**config.mk**
```make
export PLATFORM = sky130hd
export DESIGN_NAME = spimem_arb
export DESIGN_NICKNAME = d
export VERILOG_FILES = /design/src/rtl/spimem_arb.sv
export SDC_FILE = /design/constraint.sdc
export NUM_CORES = 1
export LEC_CHECK = 0
export CAP_MARGIN = 20
export CORE_AREA = 2 2 110 112
export DETAILED_ROUTE_END_ITERATION = 10
export DIE_AREA = 0 0 112 114
export HOLD_SLACK_MARGIN = 0.05
export MAX_ROUTING_LAYER = met4
export PLACE_DENSITY = 0.83
export SLEW_MARGIN = 20
export SYNTH_ARGS = -nofsm -noshare
export SYNTH_HDL_FRONTEND = slang
export SYNTH_SLANG_ARGS = --single-unit
```
**constraint.sdc**
```tcl
create_clock -name clk -period 3.8 [get_ports clk]
set_input_delay 1.14 -clock clk [delete_from_list [all_inputs] [get_ports clk]]
set_output_delay 1.14 -clock clk [all_outputs]
set_load 0.02 [all_outputs]
```
**src/rtl/spimem_arb.sv**
```systemverilog
// rtl/spimem_arb.sv - two-port read arbiter sharing one spimemio valid/ready port
module spimem_arb #(
  parameter bit ROUND_ROBIN = 1'b1
) (
  input  logic        clk,
  input  logic        reset_l,
  input  logic        p0_rd_req,
  input  logic [23:0] p0_addr,
  output logic        p0_rd_ack,
  output logic [31:0] p0_rd_data,
  input  logic        p1_rd_req,
  input  logic [23:0] p1_addr,
  output logic        p1_rd_ack,
  output logic [31:0] p1_rd_data,
  output logic        spimem_valid,
  output logic [23:0] spimem_addr,
  input  logic [31:0] spimem_rdata,
  input  logic        spimem_ready,
  output logic [1:0]  overrun
);

  typedef enum logic {IDLE, BUSY} state_t;

  state_t      state;
  state_t      state_next;
  logic        pend0;
  logic        pend1;
  logic [23:0] addr0;
  logic [23:0] addr1;
  logic        owner;
  logic        last_grant;
  logic        grant;
  logic        grant_port;
  logic        complete;
  logic        inflight0;
  logic        inflight1;
  logic        accept0;
  logic        accept1;

  // A port stops being in flight at the edge where its completion is sampled,
  // so a request arriving on that same edge is accepted.
  always_comb begin
    inflight0 = (state == BUSY) && (owner == 1'b0) && !spimem_ready;
    inflight1 = (state == BUSY) && (owner == 1'b1) && !spimem_ready;
    accept0   = p0_rd_req && !pend0 && !inflight0;
    accept1   = p1_rd_req && !pend1 && !inflight1;
  end

  // State register.
  always_ff @(posedge clk or negedge reset_l) begin
    if (!reset_l) begin
      state <= IDLE;
    end else begin
      state <= state_next;
    end
  end

  // Next state and arbitration decision.
  always_comb begin
    state_next = state;
    grant      = 1'b0;
    grant_port = 1'b0;
    complete   = 1'b0;
    case (state)
      IDLE: begin
        if (pend0 || pend1) begin
          grant      = 1'b1;
          state_next = BUSY;
          if (pend0 && pend1) begin
            grant_port = ROUND_ROBIN ? ~last_grant : 1'b0;
          end else begin
            grant_port = pend1;
          end
        end
      end
      BUSY: begin
        if (spimem_ready) begin
          complete   = 1'b1;
          state_next = IDLE;
        end
      end
      default: state_next = IDLE;
    endcase
  end

  // Per-port pending latches, address registers and sticky overrun flags.
  always_ff @(posedge clk or negedge reset_l) begin
    if (!reset_l) begin
      pend0   <= 1'b0;
      pend1   <= 1'b0;
      addr0   <= '0;
      addr1   <= '0;
      overrun <= 2'b00;
    end else begin
      if (accept0) begin
        pend0 <= 1'b1;
        addr0 <= p0_addr;
      end else if (grant && !grant_port) begin
        pend0 <= 1'b0;
      end
      if (accept1) begin
        pend1 <= 1'b1;
        addr1 <= p1_addr;
      end else if (grant && grant_port) begin
        pend1 <= 1'b0;
      end
      if (p0_rd_req && !accept0) begin
        overrun[0] <= 1'b1;
      end
      if (p1_rd_req && !accept1) begin
        overrun[1] <= 1'b1;
      end
    end
  end

  // spimemio request, ownership tracking and per-port completion.
  always_ff @(posedge clk or negedge reset_l) begin
    if (!reset_l) begin
      spimem_valid <= 1'b0;
      spimem_addr  <= '0;
      owner        <= 1'b0;
      last_grant   <= 1'b1;
      p0_rd_ack    <= 1'b0;
      p1_rd_ack    <= 1'b0;
      p0_rd_data   <= '0;
      p1_rd_data   <= '0;
    end else begin
      p0_rd_ack <= 1'b0;
      p1_rd_ack <= 1'b0;
      if (grant) begin
        spimem_valid <= 1'b1;
        spimem_addr  <= grant_port ? addr1 : addr0;
        owner        <= grant_port;
        last_grant   <= grant_port;
      end
      if (complete) begin
        spimem_valid <= 1'b0;
        if (owner) begin
          p1_rd_ack  <= 1'b1;
          p1_rd_data <= spimem_rdata;
        end else begin
          p0_rd_ack  <= 1'b1;
          p0_rd_data <= spimem_rdata;
        end
      end
    end
  end

endmodule

```
* Yosys cells after proc, flatten, opt, wreduce, memory -nomap -nowiden
Index checks and enable logic that the tools add are counted.
** Word-level totals
- Flip-flop bits (word level) :: 146
- Bits in latches :: 0
- Bits in read-only memories :: 0
- Output and inout port bits :: 93
- Memory bits (writable) :: 0
- Logic and storage cells :: 65
- Memories :: 0
** Operators by class
- Reductions and logical operators :: 27
- $mul :: 0
- Equal/unequal tests :: 0
- Bitwise logic cells :: 3
- Muxes and demuxes :: 20
- $lt $le $gt $ge :: 0
- Shift operators :: 0
- Div/mod/pow operators :: 0
- $add $sub $neg :: 0
** Operators by type and width (number)
- 2-to-1 mux 24 bit :: 1
- 2-to-1 mux 1 bit :: 18
- logical AND 1 bit :: 13
- zero test 1 bit :: 8
- nonzero test 2 bit :: 3
- AND reduction 2 bit :: 2
- NOT 1 bit :: 3
- one-hot mux 1 bit (2 select lines) :: 1
- logical OR 1 bit :: 1

* Depth between registers and ports, before layout
- Depth after elaboration :: 8
- Gate-level depth with buffers :: 5

* Worst setup path before layout
No wires, ideal clock.
- Path type :: input-to-reg
- Start :: in spimem_ready
- End :: reg addr1[12]
- Path buffers :: 1
- Data required time :: 3.675 ns
- Setup slack :: 1.611 ns
- Arrival :: 2.064 ns
- Cell stages on the path :: 4
- Cells stage by stage :: nand2b_4 o211ai_4 buf_4 mux2_2
** Between the ends
- Longest elaborated chain between the ends :: 4
** Ends and longest elaborated chain
- start: declaration :: RTL line 18 : input logic spimem_ready,
- zero test 1 bit :: RTL line 44 : inflight1 = (state == BUSY) && (owner == 1'b1) && !spimem_ready;
- logical AND 1 bit :: RTL line 44
- zero test 1 bit :: RTL line 46 : accept1 = p1_rd_req && !pend1 && !inflight1;
- logical AND 1 bit :: RTL line 46
- end signal: assignment :: RTL line 103 : addr1 <= p1_addr;
- end: declaration :: RTL line 29 : logic [23:0] addr1;
No other way between the ends.
A chain may end at the register's enable or synchronous reset.

* Final worst setup path
- Start :: in spimem_ready
- End :: reg p0_rd_data[10]
** Between the ends
- Longest elaborated chain between the ends :: 3
** Ends and longest elaborated chain
- 2-to-1 mux 1 bit :: RTL line 77 : if (spimem_ready) begin
- 2-to-1 mux 1 bit :: RTL line 64 : case (state)
- AND reduction 2 bit (no source line)
- end signal: assignment :: RTL line 143 : p0_rd_data <= spimem_rdata;
- end: declaration :: RTL line 10 : output logic [31:0] p0_rd_data,
No other way between the ends.

==> impl_results.md <==
- Status: complete, no violations
- Type of the worst min-delay path: register to register
- Synth Area in Adders: 0
- Placed inst area: 7600 um^2
- Vias in the first global route: 4,068
- Pre-Repair DR Iteration Count: 4
- Detailed Place HPWL: 8720 um
- Post-Synth XOR/XNOR Area: 0
- Synth Register Bits: 146
- Final Core Density: 0.703
- Worst-Skew Late Latency: 0.42 ns
- Arrival time worst endpoint: 3.06 ns
- Main flop type after synthesis: dfrtp_1
- Mean post-synth cell area: 16.2 um^2
- Clock-pin transition on the worst setup and hold timing paths: 0.06 ns
- Synthesized cell area: 5720 um^2
- First-pass GRT wire length: 20,800 um
- Synth async-reset ratio: 1.00
- Setup Crit Path Kind: input pin to register
- Fmax: 361 MHz
- Worst endpoint required time: 4.09 ns
- Max VDD drop: 0.465 mV
- Worst-margin pin slew: 0.900 ns
- H-tree depth: 4
- Finished Cell Area: 8240 um^2
- Clk root buf: clkbuf_16
- CTS tree: done
- Area of the die: 12,800 um^2
- Post-route minimum period: 2.77 ns
- Pin count of the biggest net entering global routing: 71
- Initial antenna violation count: 0
- TNS Setup: 0 ns
- Synth Area in Simple Gates: 0.0455
- Final ANT Viol Nets: 0
- Worst hold margin: 0.453 ns
- Layout net count: 623
- DR DRC count: 0
- Critical Path, Cell by Cell: clkdlybuf4s50_1 > nand3_2 > mux2_2
- TritonCTS buffer count: 17
- Final WL: 13,200 um
- Crit path max-delay cell type: nand3_2
- Number of synthesized flops with an enable pin: 0
- CTS Hold Bufs: 0
- Mux contribution to synthesized area: 0.226
- Longest Clk Path Bufs: 2
- Area Growth Syn to Fin: 43.9%
- Total power per unit cell area: 959 nW/um^2
- FP Rows: 40
- Synth Area in Compound Gates: 0.0627
- Total gr overflow: 0
- Largest family of logic cells by synthesized area: multiplexers
- WL per Instance: 18.9 um
- Mapped Cells: 353
- Layout cells sized above 1: 0.296
- Worst slew margin: 0.400
- RSZ-0062 raised after global routing: no
- Post-synthesis net count: 438
- Vias: 3,684
- Starting Density: 0.489
- Clock Skew: 0.00668 ns
- Initial DRC Count: 139
- I/O pin cnt: 178
- Max Slew Vio Count: 0
- Core Box Area: 11,700 um^2
- Die W: 112 um
- Max_cap viols: 0
- DR vias/cell: 5.28
- GRT Total Usage: 0.219
- Hold Vio Cnt, Final: 0
- Critical path's largest stage delay: 0.72 ns
- Worst-path maximum fanout: 33
- Setup bufs post-CTS: 0
- Distinct cells, synth: 36
- Clk sinks: 146
- Gp weighted congestion: 0.804
- YS warnings: 0
- CTS resizes: 0
- Die height: 114 um
- LEAKAGE: 3.50 nW
- CP Launch Type: input pin
- Port Buffer Count: 177
- Final Cycle Share: 0.729
- Final setup fails: 0
- Worst Setup End Kind: register
- Sequential area share after synthesis: 0.639
- N_diodes: 0
Yosys cell counts, types with 2 or more instances:
| master | count | share of area |
|---|---|---|
| a221o_1 | 23 | 0.040 |
| and2_1 | 23 | 0.025 |
| buf_2 | 6 | 0.0052 |
| buf_4 | 2 | 0.0026 |
| buf_6 | 7 | 0.014 |
| clkbuf_1 | 2 | 0.0013 |
| dfrtp_1 | 145 | 0.63 |
| inv_1 | 5 | 0.0033 |
| mux2_1 | 2 | 0.0039 |
| mux2_2 | 101 | 0.20 |
| mux2_4 | 9 | 0.024 |
| nand3_2 | 2 | 0.0035 |
| o21ai_0 | 2 | 0.0017 |
| o22ai_1 | 2 | 0.0022 |
metal layers:
layer	share of wire	wire [um]	track usage	vias up
li1	-	-	-	1652
met2	0.51	6770	0.361	122
met4	0.018	236	0.0902	0
met3	0.054	711	0.0654	23
met5	0	0	-	-
met1	0.41	5470	0.255	1887
through the flow:
stage	power, mW	setup slack (ns)	cells
4_1_cts	7.94	1.02	697
5_1_grt	8.28	0.942	698
3_5_place_dp	6.18	0.579	665
3_3_place_gp	6.03	0.667	665
2_1_floorplan	4.74	1.61	353
6_report	7.90	1.03	698
path summary, 6_finish.rpt:
kind / start / end / slack (ns) / depth (start not counted)
setup / recovery: spimem_ready / p0_rd_data[10] / 1.03 / 3
hold / removal: overrun[1] / overrun[1] / 0.45 / 1
setup reg to reg: state / p0_rd_data[10] / 1.64 / 2
hold reg to reg: overrun[1] / overrun[1] / 0.45 / 1
max in group asynchronous: reset_l / addr1[4] / 2.28 / 2
min in group asynchronous: reset_l / addr0[9] / 0.72 / 1
cells in the final DEF (no fill, tap or decap), types with 2 or more instances in the layout:
cell             synthesis  layout
bufinv_16                0       4
o22ai_1                  2       2
clkinvlp_4               0       5
mux2_4                   9       9
buf_4                    2       4
clkinv_2                 0       5
mux2_2                 101     101
and2_1                  23      23
clkbuf_16                0      17
o21ai_0                  2       2
a221o_1                 23      23
clkdlybuf4s50_1          0     176
inv_1                    5       5
mux2_1                   2       2
dfrtp_1                145     145
nand3_2                  2       2
flip-flops by register name (all words and copies together) (netlist names), 2 cells and up:
name / cells
addr1: 24
p0_rd_data: 32
overrun: 2
p1_rd_data: 32
addr0: 24
spimem_addr: 24
power by group:
part	switching (mW)	internal [mW]	total, mW
clock network	0.639	1.09	1.73
logic	1.53	1.83	3.36
registers	0.460	2.35	2.81
total	2.63	5.27	7.90
cells by family (layout without fill, tap and decap cells):
group / count (synthesis) / after routing
compound gates: 36 / 36
flops: 146 / 146
mux: 112 / 112
simple gates: 36 / 36
buf+inv: 23 / 221
cell type report:
cell class / count / area, um^2
clock buffer: 17 / 425
clock inverter: 15 / 191
fill: 806 / 3480
inverter: 6 / 22.5
multi-input combinational: 184 / 1920
sequential: 146 / 3650
tap: 147 / 184
timing repair buffer: 183 / 1840
worst max-delay path: cells and delay by family:
kind,cells,cell delay (ns)
AND/OR/NAND/NOR,1,0.72
buffers and inverters,1,0.59
multiplexers,1,0.57
Note: power is estimated with default switching activity, not from simulation.
